$ cat src/rtl/fetch_ctrl.sv
// Instruction fetch controller: one outstanding I$ request, two-slot packets to decode.
// Optional IF_PERF_CNT_EN adds saturating packet and stall counters.
module fetch_ctrl #(
    parameter int unsigned       ADDR_W  = 32,
    parameter logic [ADDR_W-1:0] INIT_PC = '0
) (
    input  logic              clk,
    input  logic              rst_n,
    input  logic              redirect_valid_i,
    input  logic [ADDR_W-1:0] redirect_pc_i,
    output logic              ic_req_valid_o,
    input  logic              ic_req_ready_i,
    output logic [ADDR_W-1:0] ic_req_addr_o,
    input  logic              ic_resp_valid_i,
    input  logic [63:0]       ic_resp_data_i,
    input  logic              ic_resp_err_i,
    output logic [1:0]        out_valid_o,
    output logic [31:0]       out_inst_0_o,
    output logic [31:0]       out_inst_1_o,
    output logic [ADDR_W-1:0] out_addr_0_o,
    output logic [ADDR_W-1:0] out_addr_1_o,
    output logic              out_exc_o,
    input  logic              out_ready_i
`ifdef IF_PERF_CNT_EN
   ,output logic [31:0]       perf_pkt_cnt_o,
    output logic [31:0]       perf_stall_cnt_o
`endif
);
    localparam int unsigned PKT_BYTES = 8;
    localparam logic [ADDR_W-1:0] PKT_INC  = ADDR_W'(PKT_BYTES);
    localparam logic [ADDR_W-1:0] SLOT_INC = ADDR_W'(4);

    localparam logic [2:0] S_IDLE  = 3'd0;
    localparam logic [2:0] S_REQ   = 3'd1;
    localparam logic [2:0] S_WAIT  = 3'd2;
    localparam logic [2:0] S_HOLD  = 3'd3;
    localparam logic [2:0] S_KILL  = 3'd4;
    localparam logic [2:0] S_FAULT = 3'd5;

    logic [2:0]        state_q, state_d;
    logic [ADDR_W-1:0] pc_q, pc_d;
    logic [1:0]        ov_q, ov_d;
    logic              exc_q, exc_d;
    logic [31:0]       inst0_q, inst0_d, inst1_q, inst1_d;
    logic [ADDR_W-1:0] addr0_q, addr0_d, addr1_q, addr1_d;
    logic [ADDR_W-1:0] base;
    logic              outstanding;
    logic              unused_lsb;

    assign base       = {pc_q[ADDR_W-1:3], 3'b000};
    assign unused_lsb = ^{redirect_pc_i[1:0], pc_q[1:0]};

    // A redirect must still swallow the in-flight response if one is owed.
    assign outstanding = (state_q == S_WAIT && !ic_resp_valid_i) ||
                         (state_q == S_REQ  &&  ic_req_ready_i)  ||
                         (state_q == S_KILL && !ic_resp_valid_i);

    always_comb begin
        state_d = state_q;
        pc_d    = pc_q;
        ov_d    = ov_q;
        exc_d   = exc_q;
        inst0_d = inst0_q;
        inst1_d = inst1_q;
        addr0_d = addr0_q;
        addr1_d = addr1_q;
        case (state_q)
            S_IDLE: state_d = S_REQ;
            S_REQ:  if (ic_req_ready_i) state_d = S_WAIT;
            S_WAIT: if (ic_resp_valid_i) begin
                inst0_d = ic_resp_data_i[31:0];
                inst1_d = ic_resp_data_i[63:32];
                addr0_d = base;
                addr1_d = base + SLOT_INC;
                if (ic_resp_err_i) begin
                    state_d = S_FAULT;
                    exc_d   = 1'b1;
                    ov_d    = pc_q[2] ? 2'b10 : 2'b01;
                end else begin
                    state_d = S_HOLD;
                    ov_d    = pc_q[2] ? 2'b10 : 2'b11;
                    pc_d    = base + PKT_INC;
                end
            end
            S_HOLD: if (out_ready_i) begin
                state_d = S_REQ;
                ov_d    = 2'b00;
            end
            S_FAULT: if (out_ready_i) begin
                ov_d  = 2'b00;
                exc_d = 1'b0;
            end
            S_KILL: if (ic_resp_valid_i) state_d = S_REQ;
            default: state_d = S_IDLE;
        endcase
        if (redirect_valid_i) begin
            pc_d    = {redirect_pc_i[ADDR_W-1:2], 2'b00};
            ov_d    = 2'b00;
            exc_d   = 1'b0;
            state_d = outstanding ? S_KILL : S_REQ;
        end
    end

    always_ff @(posedge clk or negedge rst_n) begin
        if (!rst_n) begin
            state_q <= S_IDLE;
            pc_q    <= INIT_PC;
            ov_q    <= 2'b00;
            exc_q   <= 1'b0;
            inst0_q <= '0;
            inst1_q <= '0;
            addr0_q <= '0;
            addr1_q <= '0;
        end else begin
            state_q <= state_d;
            pc_q    <= pc_d;
            ov_q    <= ov_d;
            exc_q   <= exc_d;
            inst0_q <= inst0_d;
            inst1_q <= inst1_d;
            addr0_q <= addr0_d;
            addr1_q <= addr1_d;
        end
    end

    assign ic_req_valid_o = (state_q == S_REQ);
    assign ic_req_addr_o  = ic_req_valid_o ? base : '0;
    assign out_valid_o    = ov_q;
    assign out_exc_o      = exc_q;
    assign out_inst_0_o   = inst0_q;
    assign out_inst_1_o   = inst1_q;
    assign out_addr_0_o   = addr0_q;
    assign out_addr_1_o   = addr1_q;

`ifdef IF_PERF_CNT_EN
    logic [31:0] pkt_q, stall_q;
    logic        pkt_inc, stall_inc;

    assign pkt_inc   = (ov_q != 2'b00) && out_ready_i;
    assign stall_inc = (state_q == S_REQ  && !ic_req_ready_i) ||
                       (state_q == S_HOLD && !out_ready_i);

    always_ff @(posedge clk or negedge rst_n) begin
        if (!rst_n) begin
            pkt_q   <= '0;
            stall_q <= '0;
        end else begin
            if (pkt_inc && pkt_q != '1)     pkt_q   <= pkt_q + 32'd1;
            if (stall_inc && stall_q != '1) stall_q <= stall_q + 32'd1;
        end
    end

    assign perf_pkt_cnt_o   = pkt_q;
    assign perf_stall_cnt_o = stall_q;
`endif

endmodule
$ cat config.mk
export PLATFORM = sky130hd
export DESIGN_NAME = fetch_ctrl
export DESIGN_NICKNAME = d
export VERILOG_FILES = /design/src/rtl/fetch_ctrl.sv
export SDC_FILE = /design/constraint.sdc
export NUM_CORES = 1
export LEC_CHECK = 0
export CELL_PAD_IN_SITES_DETAIL_PLACEMENT = 1
export CELL_PAD_IN_SITES_GLOBAL_PLACEMENT = 1
export CORE_ASPECT_RATIO = 1.5
export CORE_MARGIN = 3
export CORE_UTILIZATION = 32
export DETAILED_ROUTE_END_ITERATION = 12
export PLACE_DENSITY = 0.9
export SKIP_LAST_GASP = 1
export SLEW_MARGIN = 0
export SYNTH_ARGS = -nofsm -noshare
export SYNTH_HDL_FRONTEND = slang
export SYNTH_SLANG_ARGS = --single-unit
$ cat constraint.sdc
create_clock -name clk -period 3.05 [get_ports clk]
set_input_delay 0.4575 -clock clk [delete_from_list [all_inputs] [get_ports clk]]
set_output_delay 0.4575 -clock clk [all_outputs]
set_load 0.1 [all_outputs]
; ---- Yosys cells after proc, flatten, opt, wreduce, memory -nomap -nowiden
; Cells that the tools add are included.
[op_classes]
add_sub_neg = 2
eq_ne = 14
n_mux = 25
n_reduce_logical = 17
[op_table]
columns = cell, n
row1 = 32-bit 2-to-1 mux, 5
row2 = "32-bit by 3-bit adder with 32-bit output, second input constant", 1
row3 = "32-bit by 4-bit adder with 32-bit output, second input constant", 1
row4 = 3-bit 2-to-1 mux, 7
row5 = 3-bit one-hot mux with 6 select lines, 1
row6 = "3-bit != test, second input constant", 5
row7 = 2-bit 2-to-1 mux, 5
row8 = "3-bit by 2-bit equality test with 1-bit output, second input constant", 2
row9 = "3-bit equality test, second input constant", 2
row10 = 3-bit AND reduction, 2
row11 = 3-bit nonzero test, 2
row12 = 1-bit 2-to-1 mux, 5
row13 = 5-bit AND reduction, 1
row14 = "2-bit != test, second input constant", 2
row15 = 2-bit one-hot mux with 2 select lines, 1
row16 = 4-bit AND reduction, 1
row17 = 2-bit nonzero test, 2
row18 = "3-bit by 1-bit equality test with 1-bit output, second input constant", 1
row19 = 1-bit logical AND, 3
row20 = 3-bit logical NOT, 1
row21 = "3-bit by 1-bit != test with 1-bit output, second input constant", 1
row22 = "3-bit by 2-bit != test with 1-bit output, second input constant", 1
row23 = 1-bit logical OR, 2
row24 = 1-bit one-hot mux with 2 select lines, 1
row25 = other kinds (3), 3
[word_totals]
register_bits = 163
output_inout_bits = 164
word_cells = 66

; ---- Depth between registers and ports, before layout
; Gate-level depths: netlist of the first run.
[depth]
depth_word = 6
mapped_depth = 8

; ---- Worst setup path before layout of the first run
; Ideal clock, no wire load.
[synth_path]
path_kind = register -> output
from = register state_q[0]
to = output port ic_req_addr_o[22]
arrival_ns = 2.900
path_slack_ns = -0.308
path_stages_with_launch = 6
path_buffers = 2
path_cell_list = dfrtp_1 > clkbuf_1 > nand2_1 > nor2_1 > clkbuf_1 > and2_1
[synth_between]
elab_chain_len = 2
[synth_rtl]
columns = item, line
row1 = "start, declared", 40  ; logic [2:0] state_q, state_d;
row2 = "start signal, assigned", 115  ; state_q <= state_d;
row3 = 3-bit by 1-bit equality test with 1-bit output, 126  ; assign ic_req_valid_o = (state_q == S_REQ);
row4 = via ic_req_valid_o, 11  ; output logic ic_req_valid_o,
row5 = 32-bit 2-to-1 mux, 127  ; assign ic_req_addr_o = ic_req_valid_o ? base : '0;
row6 = "end, declared", 13  ; output logic [ADDR_W-1:0] ic_req_addr_o,
; The timed path passes the listed nets, and every way through them passes these cells.

; ---- Final worst setup path of the first run
[layout_path]
from = register state_q[0]
to = output port ic_req_addr_o[19]
[layout_between]
elab_chain_len = 2
[layout_rtl]
columns = item, line
row1 = 3-bit by 1-bit equality test with 1-bit output, 126
row2 = 32-bit 2-to-1 mux, 127
; No other way between the ends.

==> flow_summary.json, run 1 <==
{
  "outcome": "completed",
  "die_h_um": 175,
  "ctsResizeCount": 0,
  "tns_ps": 0,
  "drt-pass1-iter-count": 4,
  "drc": 0,
  "worst_ep_arrival_time_ps": 2210,
  "tritoncts": "yes",
  "ff2ff_setup_slack_ps": 610,
  "postPlaceCellArea_sq_um": 8610,
  "syn_area_per_cell_sq_um": 8.55,
  "max_slew_margin": 0.573,
  "tightest_slew_ps": 641,
  "antenna_left": 0,
  "syn_inst": 710,
  "yosysSeqAreaShare": 0.536,
  "dpl_worst_slack_ps": 164,
  "fmax_mhz": 375,
  "reg2reg_depth": 4,
  "fin_crit_sh": 0.875,
  "clock-sinks": 130,
  "grt_max_degree": 90,
  "multi_input_area_sq_um": 2380,
  "crit_path_max_fanout": 25,
  "vias_per_cell": 4.87,
  "slowest_delay_ps": 560,
  "synth_seq_cells": 130,
  "wl_per_cell_um": 18.1,
  "area_growth_pct": 51.9,
  "fp.coreArea_sq_um": 18500,
  "drv_slew": 0,
  "setup_viol": 0,
  "antenna_cells": 0,
  "grt_pass1_wl_um": 33900,
  "layout_common_cells": "292 x nand2_1, 139 x buf_4, 130 x dfrtp_1",
  "synth_edf_count": 0,
  "clk_latency_ps": 410,
  "ys_dominant_reg_cell": "dfrtp_1",
  "antenna_found_initial": 0,
  "start_util": 0.327,
  "hold_violations": 0,
  "finish.instance_area_sq_um": 9220,
  "ctsHtreeMaxLevel": 4,
  "nets": 1030,
  "synth_cell_types": 38,
  "clk_pin_slew_ps": 70,
  "ys_warn_count": 0,
  "portBuffers": 256,
  "cp-start-kind": "register",
  "skew_ps": 12.2,
  "period_needed_ps": 2670,
  "drt_wl_total_um": 21500,
  "rows": 61,
  "grt-ovfl-total": 0,
  "crit_type": "reg -> out",
  "syn_area_sq_um": 6070,
  "maxCapViolations": 0,
  "cts_buffers": 17,
  "cts_hold_buf": 0,
  "cts_setup_buffers": 0,
  "track_usage": 0.207,
  "place_congestion": 0.785,
  "grt_pass1_vias": 6150,
  "drive_gt1_frac": 0.219,
  "fillerInstances": 2133,
  "drt_iter0_markers": 313,
  "worst_path_max_delay_cell": "dfrtp_1",
  "async_flop_share": 1.00,
  "cp_cell_sequence": "nand2_1 > nor2_2 > buf_4 > and2_1 > buf_12",
  "boundaryPins": 267,
  "clock_path_buffers": 2,
  "hp-class": "in -> async",
  "end_kind": "output pin",
  "ff_latch_area_sq_um": 3250,
  "rsz0062_at_grt": "no",
  "dr_total_vias": 5799,
  "mostFrequentLayoutCell": "nand2_1",
  "cts-root-buf": "clkbuf_16",
  "dp_hpwl_um": 15600,
  "cp_data_required_time_ps": 2590,
  "finalWorstSetupSlack_ps": 382,
  "dieArea_sq_um": 20700,
  "fp.dieW_um": 118
}
-- worst paths after layout --
kind,to,start
max,ic_req_addr_o[19],state_q[0]$_DFFE_PN0P_
min,out_inst_1_o[19]$_DFFE_PN0P_,rst_n
max reg2reg,pc_q[30]$_DFFE_PN0P_,state_q[0]$_DFFE_PN0P_
min reg2reg,out_addr_1_o[2]$_DFFE_PN0P_,out_addr_1_o[2]$_DFFE_PN0P_
max in group asynchronous,out_inst_0_o[6]$_DFFE_PN0P_,rst_n
min in group clk,out_addr_1_o[2]$_DFFE_PN0P_,out_addr_1_o[2]$_DFFE_PN0P_
-- state kept, by name, indices dropped and copies added, names as in the netlist --
name and count:
out_addr_0_o 28, out_addr_1_o 2, out_exc_o 1, out_inst_1_o 32, pc_q 30, state_q 3, out_inst_0_o 32, out_valid_o 2
-- metrics by stage --
stage | cells | hold WS (ps) | utilization
2_1_floorplan | 717 | 162 | -
3_3_place_gp | 1159 | 452 | 0.464
3_5_place_dp | 1159 | 454 | 0.464
4_1_cts | 1191 | 45.7 | 0.497
5_1_grt | 1191 | 66.0 | 0.497
6_report | 1191 | 32.6 | 0.497
-- cells in the mapped netlist, types with 2 or more instances --
library cell | instances | area share
or3_1 | 8 | 0.0082
xnor2_1 | 3 | 0.0043
buf_4 | 39 | 0.048
mux2i_1 | 3 | 0.0049
a21oi_1 | 6 | 0.0049
o21ai_0 | 26 | 0.021
nand2_1 | 292 | 0.18
nand4_1 | 10 | 0.010
nand2b_1 | 2 | 0.0021
buf_1 | 5 | 0.0031
nand3_1 | 12 | 0.0099
o31ai_1 | 11 | 0.014
dfrtp_1 | 130 | 0.54
a31oi_1 | 22 | 0.023
or4_1 | 11 | 0.014
and2_1 | 27 | 0.028
or2_2 | 2 | 0.0021
nor2_1 | 25 | 0.015
and4_1 | 4 | 0.0058
and3_1 | 5 | 0.0052
xor2_1 | 6 | 0.0087
inv_1 | 9 | 0.0056
clkbuf_1 | 32 | 0.020
nor3_1 | 6 | 0.0049
-- final cells by class --
type | count | area share
Clock buffer | 18 | 0.0466
Clock inverter | 14 | 0.0193
Inverter | 9 | 0.00366
Multi-Input combinational cell | 500 | 0.259
Sequential cell | 130 | 0.353
Tap cell | 252 | 0.0342
Timing Repair Buffer | 268 | 0.285
-- cells by family (layout without fill, tap and decap cells) --
logic type,after synthesis,after routing,synth area share
fa+ha+maj,1,1,0.00206
mux,3,3,0.00495
simple gates,409,409,0.295
compound gates,70,70,0.0695
buf+inv,87,309,0.0794
other cells,1,8,0.000618
xor+xnor,9,9,0.0130
flops,130,130,0.536
-- routing by layer --
| layer | vias to the layer above | wire length [um] | GRT usage |
|---|---|---|---|
| met3 | 44 | 1030 | 0.0447 |
| met2 | 200 | 11500 | 0.377 |
| met1 | 2848 | 8140 | 0.233 |
| li1 | 2707 | - | - |
| met4 | 0 | 842 | 0.0894 |
| met5 | - | 0 | 0 |
-- worst max-delay path, delay by kind of cell (launching register included) --
kind / cells / cell delay, ps
flip-flops: 1 / 560
AND/OR/NAND/NOR: 3 / 720
buffers and inverters: 2 / 490
Power of run 1 is left out: the tool's default activity adds up to more than one toggle a clock period on the data nets, which glitch-free logic cannot reach.
==> inputs of run 2 (changes only) <==
--- a/config.mk
+++ b/config.mk
@@ -11,6 +11,7 @@
 export CORE_MARGIN = 3
 export CORE_UTILIZATION = 32
 export DETAILED_ROUTE_END_ITERATION = 12
+export GPL_TIMING_DRIVEN = 0
 export PLACE_DENSITY = 0.9
 export SKIP_LAST_GASP = 1
 export SLEW_MARGIN = 0
==> constraint.sdc (replaced) <==
create_clock -name clk -period 3.05 [get_ports clk]
set_input_delay 0.61 -clock clk [delete_from_list [all_inputs] [get_ports clk]]
set_output_delay 0.61 -clock clk [all_outputs]
set_load 0.1 [all_outputs]
==> run 2 against run 1 <==
Compared with the run above: flip-flop and latch count unchanged; first-iteration DRC count down 17%; register-to-register slack better by 80 ps; hold slack better by 150 ps; global-route usage up 1.9 points; utilization up 1.5 points; worst setup slack worse by 300 ps; clock skew down 1.4 ps; critical endpoint is now ic_req_addr_o[20].
==> flow_summary.json, run 2 (same netlist as run 1, synthesis figures left out) <==
{
  "rows": 61,
  "final_cells": 1257,
  "rsz0062_at_grt": "no",
  "max_slew_margin": 0.291,
  "cts-root-buf": "clkbuf_16",
  "grt-ovfl-total": 0,
  "layout_common_cells": "292 x nand2_1, 225 x clkdlybuf4s50_1, 130 x dfrtp_1",
  "fp.dieW_um": 118,
  "maxCapViolations": 0,
  "hp-class": "in -> async",
  "clk_pin_slew_ps": 60,
  "fin_crit_sh": 0.972,
  "clk_latency_ps": 420,
  "vias_per_cell": 4.85,
  "skew_ps": 10.8,
  "cp_data_required_time_ps": 2440,
  "ctsHtreeMaxLevel": 4,
  "clock_path_buffers": 2,
  "utilization": 0.512,
  "hold_violations": 0,
  "crit_type": "reg -> out",
  "drt-pass1-iter-count": 4,
  "setup_viol": 0,
  "tritoncts": "yes",
  "drt_wl_total_um": 23300,
  "place_congestion": 0.811,
  "die_h_um": 175,
  "cp-start-kind": "register",
  "dpl.cell_count": 1226,
  "grt_pass1_wl_um": 36900,
  "start_util": 0.327,
  "dieArea_sq_um": 20700,
  "grt_pass1_vias": 6744,
  "portBuffers": 256,
  "area_growth_pct": 56.4,
  "period_needed_ps": 2970,
  "crit_path_max_fanout": 12,
  "boundaryPins": 267,
  "cts_hold_buf": 0,
  "drive_gt1_frac": 0.105,
  "nets": 1096,
  "dp_hpwl_um": 17600,
  "antenna_left": 0,
  "mostFrequentLayoutCell": "nand2_1",
  "tightest_slew_ps": 1060,
  "wl_per_cell_um": 18.5,
  "antenna_found_initial": 1,
  "grt_max_degree": 67,
  "cts_buffers": 17,
  "drt_iter0_markers": 260,
  "whs_ps": 184,
  "drc": 0,
  "dr_total_vias": 6096,
  "end_kind": "output pin",
  "clock-sinks": 130,
  "worst_ep_arrival_time_ps": 2360,
  "fp.coreArea_sq_um": 18500,
  "outcome": "completed",
  "track_usage": 0.226,
  "fmax_mhz": 337,
  "drv_slew": 0
}
run 2: repair_timing:
action / CTS / global route
endpoints found under the setup margin: 30 / 1
gates resized for setup: 149 / 1
buffers inserted: 0 / 0
run 2: stage by stage:
step	setup WS, ps	cell area [sq um]	setup TNS (ps)
floorplan	-368	6100	-1110
global placement	-4040	8970	-540380
detailed placement	-908	9000	-19900
CTS	98.7	9490	0
global route	8.86	9490	0
finish	84.1	9490	0
run 2: layer usage:
layer / GRT usage / up-vias / routed length [um]
li1: - / 2833 / -
met1: 0.244 / 2987 / 8580
met2: 0.410 / 209 / 12400
met3: 0.0538 / 67 / 1130
met4: 0.116 / 0 / 1150
met5: 0 / - / 0
run 2: area by class of cell:
type | count | area (sq um)
Fill cell | 2178 | 9050
Tap cell | 252 | 315
Timing Repair Buffer | 257 | 2550
Clock buffer | 22 | 464
Inverter | 9 | 33.8
Clock inverter | 9 | 60.1
Sequential cell | 130 | 3250
Buffer | 77 | 447
Antenna cell | 1 | 2.50
Multi-Input combinational cell | 500 | 2370
run 2: path summary, 6_finish.rpt:
path / from / cells after the start / end / slack (ps)
max: state_q[0]$_DFFE_PN0P_ / 3 / ic_req_addr_o[20] / 80
min: rst_n / 1 / out_inst_1_o[20]$_DFFE_PN0P_ / 180
max reg2reg: state_q[0]$_DFFE_PN0P_ / 6 / out_addr_0_o[10]$_DFFE_PN0P_ / 690
min reg2reg: out_inst_1_o[18]$_DFFE_PN0P_ / 2 / out_inst_1_o[18]$_DFFE_PN0P_ / 470
max in group asynchronous: rst_n / 2 / out_addr_0_o[20]$_DFFE_PN0P_ / 2090
min in group clk: out_inst_1_o[18]$_DFFE_PN0P_ / 2 / out_inst_1_o[18]$_DFFE_PN0P_ / 470
run 2: worst max-delay path, cell delays in order (launching register included):
cell and delay (ps):
dfrtp_1 570, nand2_1 270, nor3_1 180, dlygate4sd2_1 920
Power of run 2 is left out for the same reason.
